File: config.mk
export PLATFORM = sky130hd
export DESIGN_NAME = ide_target
export DESIGN_NICKNAME = d
export VERILOG_FILES = /design/src/rtl/ide_target.sv
export SDC_FILE = /design/constraint.sdc
export NUM_CORES = 2
export LEC_CHECK = 0
export ABC_AREA = 1
export BUFFER_PORTS_ARGS = -buffer_cell sky130_fd_sc_hd__buf_2
export CAP_MARGIN = 10
export CORE_ASPECT_RATIO = 1.2
export CORE_MARGIN = 10
export CORE_UTILIZATION = 55
export DETAILED_ROUTE_END_ITERATION = 10
export PLACE_DENSITY_LB_ADDON = 0.15
export SETUP_SLACK_MARGIN = 0.5
export SLEW_MARGIN = 0
export SYNTH_ARGS = -nofsm -noshare
export SYNTH_HDL_FRONTEND = slang
export SYNTH_SLANG_ARGS = --single-unit
File: constraint.sdc
create_clock -name clk -period 27.1 [get_ports clk]
set_clock_uncertainty 0.05 [all_clocks]
set_input_delay 1.355 -clock clk [delete_from_list [all_inputs] [get_ports clk]]
set_output_delay 1.355 -clock clk [all_outputs]
set_load 0.01 [all_outputs]
File: src/rtl/ide_target.sv
// ide_target: IDE/ATA PIO target that moves 256-word sectors between the host bus and a word-wide memory.
module ide_target #(
  parameter int ADDR_W = 24
) (
  input  logic              clk,
  input  logic              reset,
  input  logic [15:0]       ide_data_in,
  output logic [15:0]       ide_data_out,
  output logic              ide_data_oe,
  input  logic              ide_dior,
  input  logic              ide_diow,
  input  logic [1:0]        ide_cs,
  input  logic [2:0]        ide_da,
  output logic [ADDR_W-1:0] mem_addr,
  output logic              mem_rd,
  output logic              mem_wr,
  output logic [15:0]       mem_wdata,
  input  logic [15:0]       mem_rdata,
  input  logic              mem_ack
);
  typedef enum logic [2:0] {IDLE, RD_FETCH, RD_XFER, WR_XFER, WR_COMMIT, NEXT} state_t;
  state_t state, state_n;
  logic [6:0] sync_m, sync_s, sync_p;
  logic [15:0] buffer [256];
  logic [7:0] ptr, count, error, status;
  logic [27:0] lba;
  logic [3:0] dh_hi;
  logic err, wr_cmd, busy, drq;
  logic rd_edge, wr_edge, hit, data_rd, data_wr, reg_wr, cmd, go_rd, go_wr, last, adv;
  logic [15:0] rd_mux;

  // bus controls as {dior, diow, cs[1:0], da[2:0]}; sync_p lags one cycle so the edge cycle sees the strobe-low address
  always_ff @(posedge clk or posedge reset)
    if (reset) begin
      sync_m <= 7'b1111000;
      sync_s <= 7'b1111000;
      sync_p <= 7'b1111000;
    end else begin
      sync_m <= {ide_dior, ide_diow, ide_cs, ide_da};
      sync_s <= sync_m;
      sync_p <= sync_s;
    end

  assign rd_edge = sync_s[6] & ~sync_p[6];
  assign wr_edge = sync_s[5] & ~sync_p[5];
  assign hit = sync_p[4:3] == 2'b10;
  assign data_rd = rd_edge & hit & (sync_p[2:0] == 3'd0);
  assign data_wr = wr_edge & hit & (sync_p[2:0] == 3'd0);
  assign reg_wr = wr_edge & hit & (state == IDLE);
  assign cmd = reg_wr & (sync_p[2:0] == 3'd7);
  assign go_rd = cmd & (ide_data_in[7:0] == 8'h20);
  assign go_wr = cmd & (ide_data_in[7:0] == 8'h30);
  assign last = &ptr;
  assign adv = ((state == RD_FETCH || state == WR_COMMIT) && mem_ack) ||
               (state == RD_XFER && data_rd) || (state == WR_XFER && data_wr);
  assign busy = state inside {RD_FETCH, WR_COMMIT, NEXT};
  assign drq = state inside {RD_XFER, WR_XFER};
  assign status = {busy, 1'b1, 2'b00, drq, 2'b00, err};
  assign ide_data_oe = ~sync_s[6] & (sync_s[4:3] == 2'b10);
  assign mem_rd = state == RD_FETCH;
  assign mem_wr = state == WR_COMMIT;
  assign mem_wdata = buffer[ptr];
  assign mem_addr = ADDR_W'({lba, ptr});

  always_comb begin
    state_n = state;
    case (state)
      IDLE:      state_n = go_rd ? RD_FETCH : go_wr ? WR_XFER : IDLE;
      RD_FETCH:  state_n = (mem_ack && last) ? RD_XFER : RD_FETCH;
      RD_XFER:   state_n = (data_rd && last) ? NEXT : RD_XFER;
      WR_XFER:   state_n = (data_wr && last) ? WR_COMMIT : WR_XFER;
      WR_COMMIT: state_n = (mem_ack && last) ? NEXT : WR_COMMIT;
      NEXT:      state_n = (count == 8'd1) ? IDLE : wr_cmd ? WR_XFER : RD_FETCH;
      default:   state_n = IDLE;
    endcase
  end

  always_comb begin
    rd_mux = 16'h0000;
    case (sync_s[2:0])
      3'd0: rd_mux = (state == RD_XFER) ? buffer[ptr] : 16'h0000;
      3'd1: rd_mux = {8'h00, error};
      3'd2: rd_mux = {8'h00, count};
      3'd3: rd_mux = {8'h00, lba[7:0]};
      3'd4: rd_mux = {8'h00, lba[15:8]};
      3'd5: rd_mux = {8'h00, lba[23:16]};
      3'd6: rd_mux = {8'h00, dh_hi, lba[27:24]};
      default: rd_mux = {8'h00, status};
    endcase
  end

  always_ff @(posedge clk or posedge reset)
    if (reset) begin
      state <= IDLE;
      ptr <= 8'd0;
      count <= 8'd1;
      lba <= 28'd0;
      dh_hi <= 4'd0;
      error <= 8'h00;
      err <= 1'b0;
      wr_cmd <= 1'b0;
      ide_data_out <= 16'h0000;
    end else begin
      state <= state_n;
      ptr <= (go_rd || go_wr) ? 8'd0 : ptr + 8'(adv);
      ide_data_out <= ide_data_oe ? rd_mux : 16'h0000;
      if (state == NEXT) begin
        lba <= lba + 28'd1;
        count <= count - 8'd1;
      end
      if (reg_wr)
        case (sync_p[2:0])
          3'd2: count <= ide_data_in[7:0];
          3'd3: lba[7:0] <= ide_data_in[7:0];
          3'd4: lba[15:8] <= ide_data_in[7:0];
          3'd5: lba[23:16] <= ide_data_in[7:0];
          3'd6: {dh_hi, lba[27:24]} <= ide_data_in[7:0];
          3'd7: begin
            err <= ~(go_rd | go_wr);
            error <= (go_rd | go_wr) ? 8'h00 : 8'h04;
            wr_cmd <= go_wr;
          end
          default: ;
        endcase
    end

  always_ff @(posedge clk)
    if (state == RD_FETCH && mem_ack) buffer[ptr] <= mem_rdata;
    else if (state == WR_XFER && data_wr) buffer[ptr] <= ide_data_in;
endmodule

==> results.md <==
Outcome:
- The run finished with clean final reports.

GRT:
- The via count of the first global-routing pass came to 103,000.
- The global-route wire length before repair is roughly 720 mm.
- The initial antenna violation count was 29.
- The total overflow left after global routing is 0.
- The largest net degree at the start of global routing is approximately 170.
- Global routing used between 30% and 40% of the available tracks across all layers.

Critical path:
- In this run the worst path has a maximum fanout of approximately 110.
- The required time of the worst setup path is 25.69 ns.
- The worst register-to-register path begins at ptr[1].
- In this design, the stage delay of the slowest critical-path cell is between 0.8 and 0.9 ns.
- The element type at the critical path start is a register.
- Data arrives at the worst endpoint at between 7 and 8 ns.
- Counting stages on the worst path, the most repeated cell is nand2_1.
- The element type at the critical path end is an output port.
- Walking the worst path, the cells encountered are inv_16 > nor2_8 > buf_12 > buf_4 > buf_4 > nand2_1 > nand3_1 > nand2_1 > nand2_1 > o21ai_0 > nand2_1 > nor2_1 > nor2_1 > nor2_1 > nand2_1 > buf_2.
- By startpoint and endpoint, the worst setup path is classified as register to output port.
- The worst setup path startpoint is ptr[1].
- On the critical path, the stage with the largest delay is an instance of nor2_1.

Yosys:
- The net count of the mapped netlist is roughly 13,000.
- The average footprint of a synthesized cell is approximately 13 um2.
- For this run, the leading register cell type out of synthesis is edfxtp_1.
- The synthesized design contains between 4,000 and 5,000 register bits.
- The count of distinct cell types in the synthesized netlist is 50.
- The share of synthesized flip-flops with an asynchronous set or reset is around 2.2%.
- Yosys instantiated no cell more often than nand2_1.
- The count of flip-flops with a built-in enable after synthesis is roughly 4,100.
- Ranked by total cell area, the synthesized netlist is headed by edfxtp_1 75%, nand2_1 13%, a22oi_1 5.1%.
- Summing the sequential cell areas from Yosys gives 76.0% of the chip area.
- The area share of the largest cell type after synthesis is between 70% and 80%.
- The synthesized design spends more area on one cell type than any other, namely edfxtp_1.
- The post-synthesis instance area is roughly 0.16 mm2.
- The post-synthesis instance total is approximately 13,000.
- Sorting the synthesized cells by how often they occur yields 5,552 x nand2_1, 4,096 x edfxtp_1, 1,121 x a22oi_1, 466 x nor2_1, 359 x buf_2.
- The number of warning messages in the yosys log is 0.

Floorplan:
- For this design the top-level I/O count stands at ~100.
- The floorplan step set the die width to 520 um.
- The starting density of the core is a little under three fifths.
- The die area is 0.322 mm2.
- The area of the placeable core is 0.299 mm2.
- Row generation in the floorplan step produced 220 rows.
- From bottom edge to top edge, the die measures between 600 and 700 um.

Power:
- The cell area power density is 81.8 mW/mm2.
- The maximum vdd ir drop is ~0.00006 V.
- The overall power consumption is approximately 15 mW.
- Internal power comes to between 10 and 15 mW.
- Of the total power, the clock network draws a little over a third.
- The combinational fraction of design power is 15.9%.
- The register share of total power is 47.6%.
- Of the total power, the share spent switching nets is roughly 28%.
- Summed over all cells, the static leakage comes to ~67 nW.
- Summed over all nets, the switching power comes to between 4 and 5 mW.

Placed design:
- The HPWL reported at the end of detailed placement is 293 mm.
- The final weighted congestion of routability-driven global placement is slightly above 0.9.
- The count of buffers added on input and output ports is 100.
- The placed standard-cell area is between 0.15 and 0.2 mm2.

Timing:
- The post-route minimum period is ~9 ns.
- The smallest hold slack is between 0.3 and 0.4 ns.
- The final-report setup violation count is 0.
- Based on the critical path, the design can be clocked at up to roughly 0.11 GHz.
- The tightest slew margin relative to the limit is between 10% and 20%.
- At the pin with the least slew margin, the transition time is 1.33 ns.
- Adding up every negative setup slack in the final design gives 0 ns.
- Dividing the final minimum period by the clock period gives 33.2%.
- The number of failing hold endpoints at the final stage was 0.
- Setup repair after global routing left no endpoint under its margin.
- The final count of pins violating max slew is 0.

Final layout:
- The fraction of final layout cells sized beyond drive strength 1 is 8.93%.
- The number of fillers in the final layout is ~23,000.
- The post-synthesis to final-layout area growth is 11.4%.
- The net count of the finished layout is approximately 13,000.
- Cells fill 61.4% of the core in the end.
- The final design instance area without fill is 0.183 mm2.

Route:
- The final layout contains routed wiring with a total length of around 500 mm.
- In this run, the number of DRC markers left after iteration 0 of detailed routing was roughly 14,000.
- In the final routed layout, each cell accounts on average for around 28 um.
- The detailed-router iteration count before antenna repair is 6.
- The final route contains around 110k vias.
- For this run, design rule violations remaining after detail routing come to 0.
- After detailed routing, the number of vias per cell comes to around 6.
- The detail route stage leaves a number of antenna-violating nets equal to 0.

Clocking:
- The total number of clock tree sinks is 4,186.
- The clock passes through at most 4 buffers.
- The master cell of the clock root buffer is clkbuf_16.
- After clock tree synthesis, the clock-pin slew on the worst setup and hold paths is about 0.06 ns.
- The number of CTS-inserted buffers is 400.
- The clock latency at the later pin of the worst-skew pair is between 0.9 and 1 ns.
- TritonCTS built the clock tree.
- Post-CTS repair changed the size of 0 cells.
- CTS built an H-tree with a depth of 5.
- After clock tree synthesis, the setup repair step added 0 buffers.
- The total of hold buffers inserted after clock tree synthesis is 0.

Hold path:
- The path category of the worst min-delay check is register to register.
- In this run the most critical hold path is launched from sync_m[0].

Job:
- The total of max-cap violations is 0.
-- worst max-delay path, delay by kind of cell, from the launching register on --
| kind | cells | cell delay [ns] |
|---|---|---|
| AOI/OAI and AO/OA | 1 | 0.70 |
| DFF | 1 | 0.70 |
| buffers and inverters | 5 | 1.96 |
| and+or+nand+nor | 10 | 2.74 |
-- per-layer routing --
metal	up-vias	wire, um	global-route usage [%]
met5	-	110	0
met4	18	31500	16.1
met3	1182	52700	6.39
met2	5956	231000	47.3
met1	52500	183000	39.5
li1	46400	-	-
-- sequential cells by signal, summed over array words and instances, names as in the netlist, 4 cells and up --
register,flops
sync_s,7
buffer,4096
sync_m,7
dh_hi,4
sync_p,7
lba,28
count,8
ide_data_out,16
ptr,8
-- final timing paths --
kind | endpoint | slack [ns] | cells past startpoint
max | mem_wdata[1] | 18.10 | 16
min in group asynchronous | sync_m[2] | 0.44 | 2
min reg2reg | sync_s[0] | 0.30 | 0
min | sync_s[0] | 0.30 | 0
max in group asynchronous | ptr[1] | 25.12 | 3
max reg2reg | ide_data_out[1] | 19.99 | 17
-- through the flow --
stage                     setup WS (ns)  cells
after floorplan                   13.51  13000
after global placement            19.44  16800
after detailed placement          19.46  16800
after CTS                         18.49  17500
after global routing              18.27  17500
final                             18.10  17500
-- kinds of logic (layout without fill, tap and decap cells) --
kind of cell | after synthesis | count (layout) | synth area share, %
AND/OR/NAND/NOR | 6391 | 6391 | 15.0
flip-flops | 4186 | 4186 | 76.0
AO/OA/AOI/OAI | 1542 | 1542 | 6.44
other | 0 | 8 | 0
adder cells (fa/ha/maj) | 5 | 5 | 0.0380
XOR/XNOR | 32 | 32 | 0.170
buffers and inverters | 828 | 1365 | 2.30
-- cells in the final DEF, fill, tap and decap left out, types with 82 or more instances in the layout --
cell type  count
buf_2        100
nand4_1       88
clkinv_2      82
a21oi_1      139
a22oi_1     1121
nand3_1      204
nor2_1       439
edfxtp_1    4096
inv_1         93
clkbuf_16    411
clkinv_1      89
nand2_1     5535
buf_4        413
o21ai_0      201
-- power groups by stage --
stage               registers [mW]  clock network [mW]  logic [mW]
floorplan                     7.31                   0        1.52
finish                        7.14                5.49        2.38
global placement              7.27                   0        2.33
global route                  7.13                5.77        2.58
CTS                           7.14                5.51        2.36
detailed placement            7.27                   0        2.34
-- layout make-up --
type / instances / area, um2 / area share (%)
well taps: 3996 / 5000 / 2.73
clock inverters: 217 / 1950 / 1.06
flip-flops and latches: 4186 / 125000 / 68.3
multi-input cells: 7970 / 36000 / 19.6
diodes: 8 / 20.0 / 0.0109
clock buffers: 499 / 10700 / 5.82
repair buffers: 539 / 4100 / 2.23
inverters: 110 / 457 / 0.249
Power figures use the tool's default switching activity.
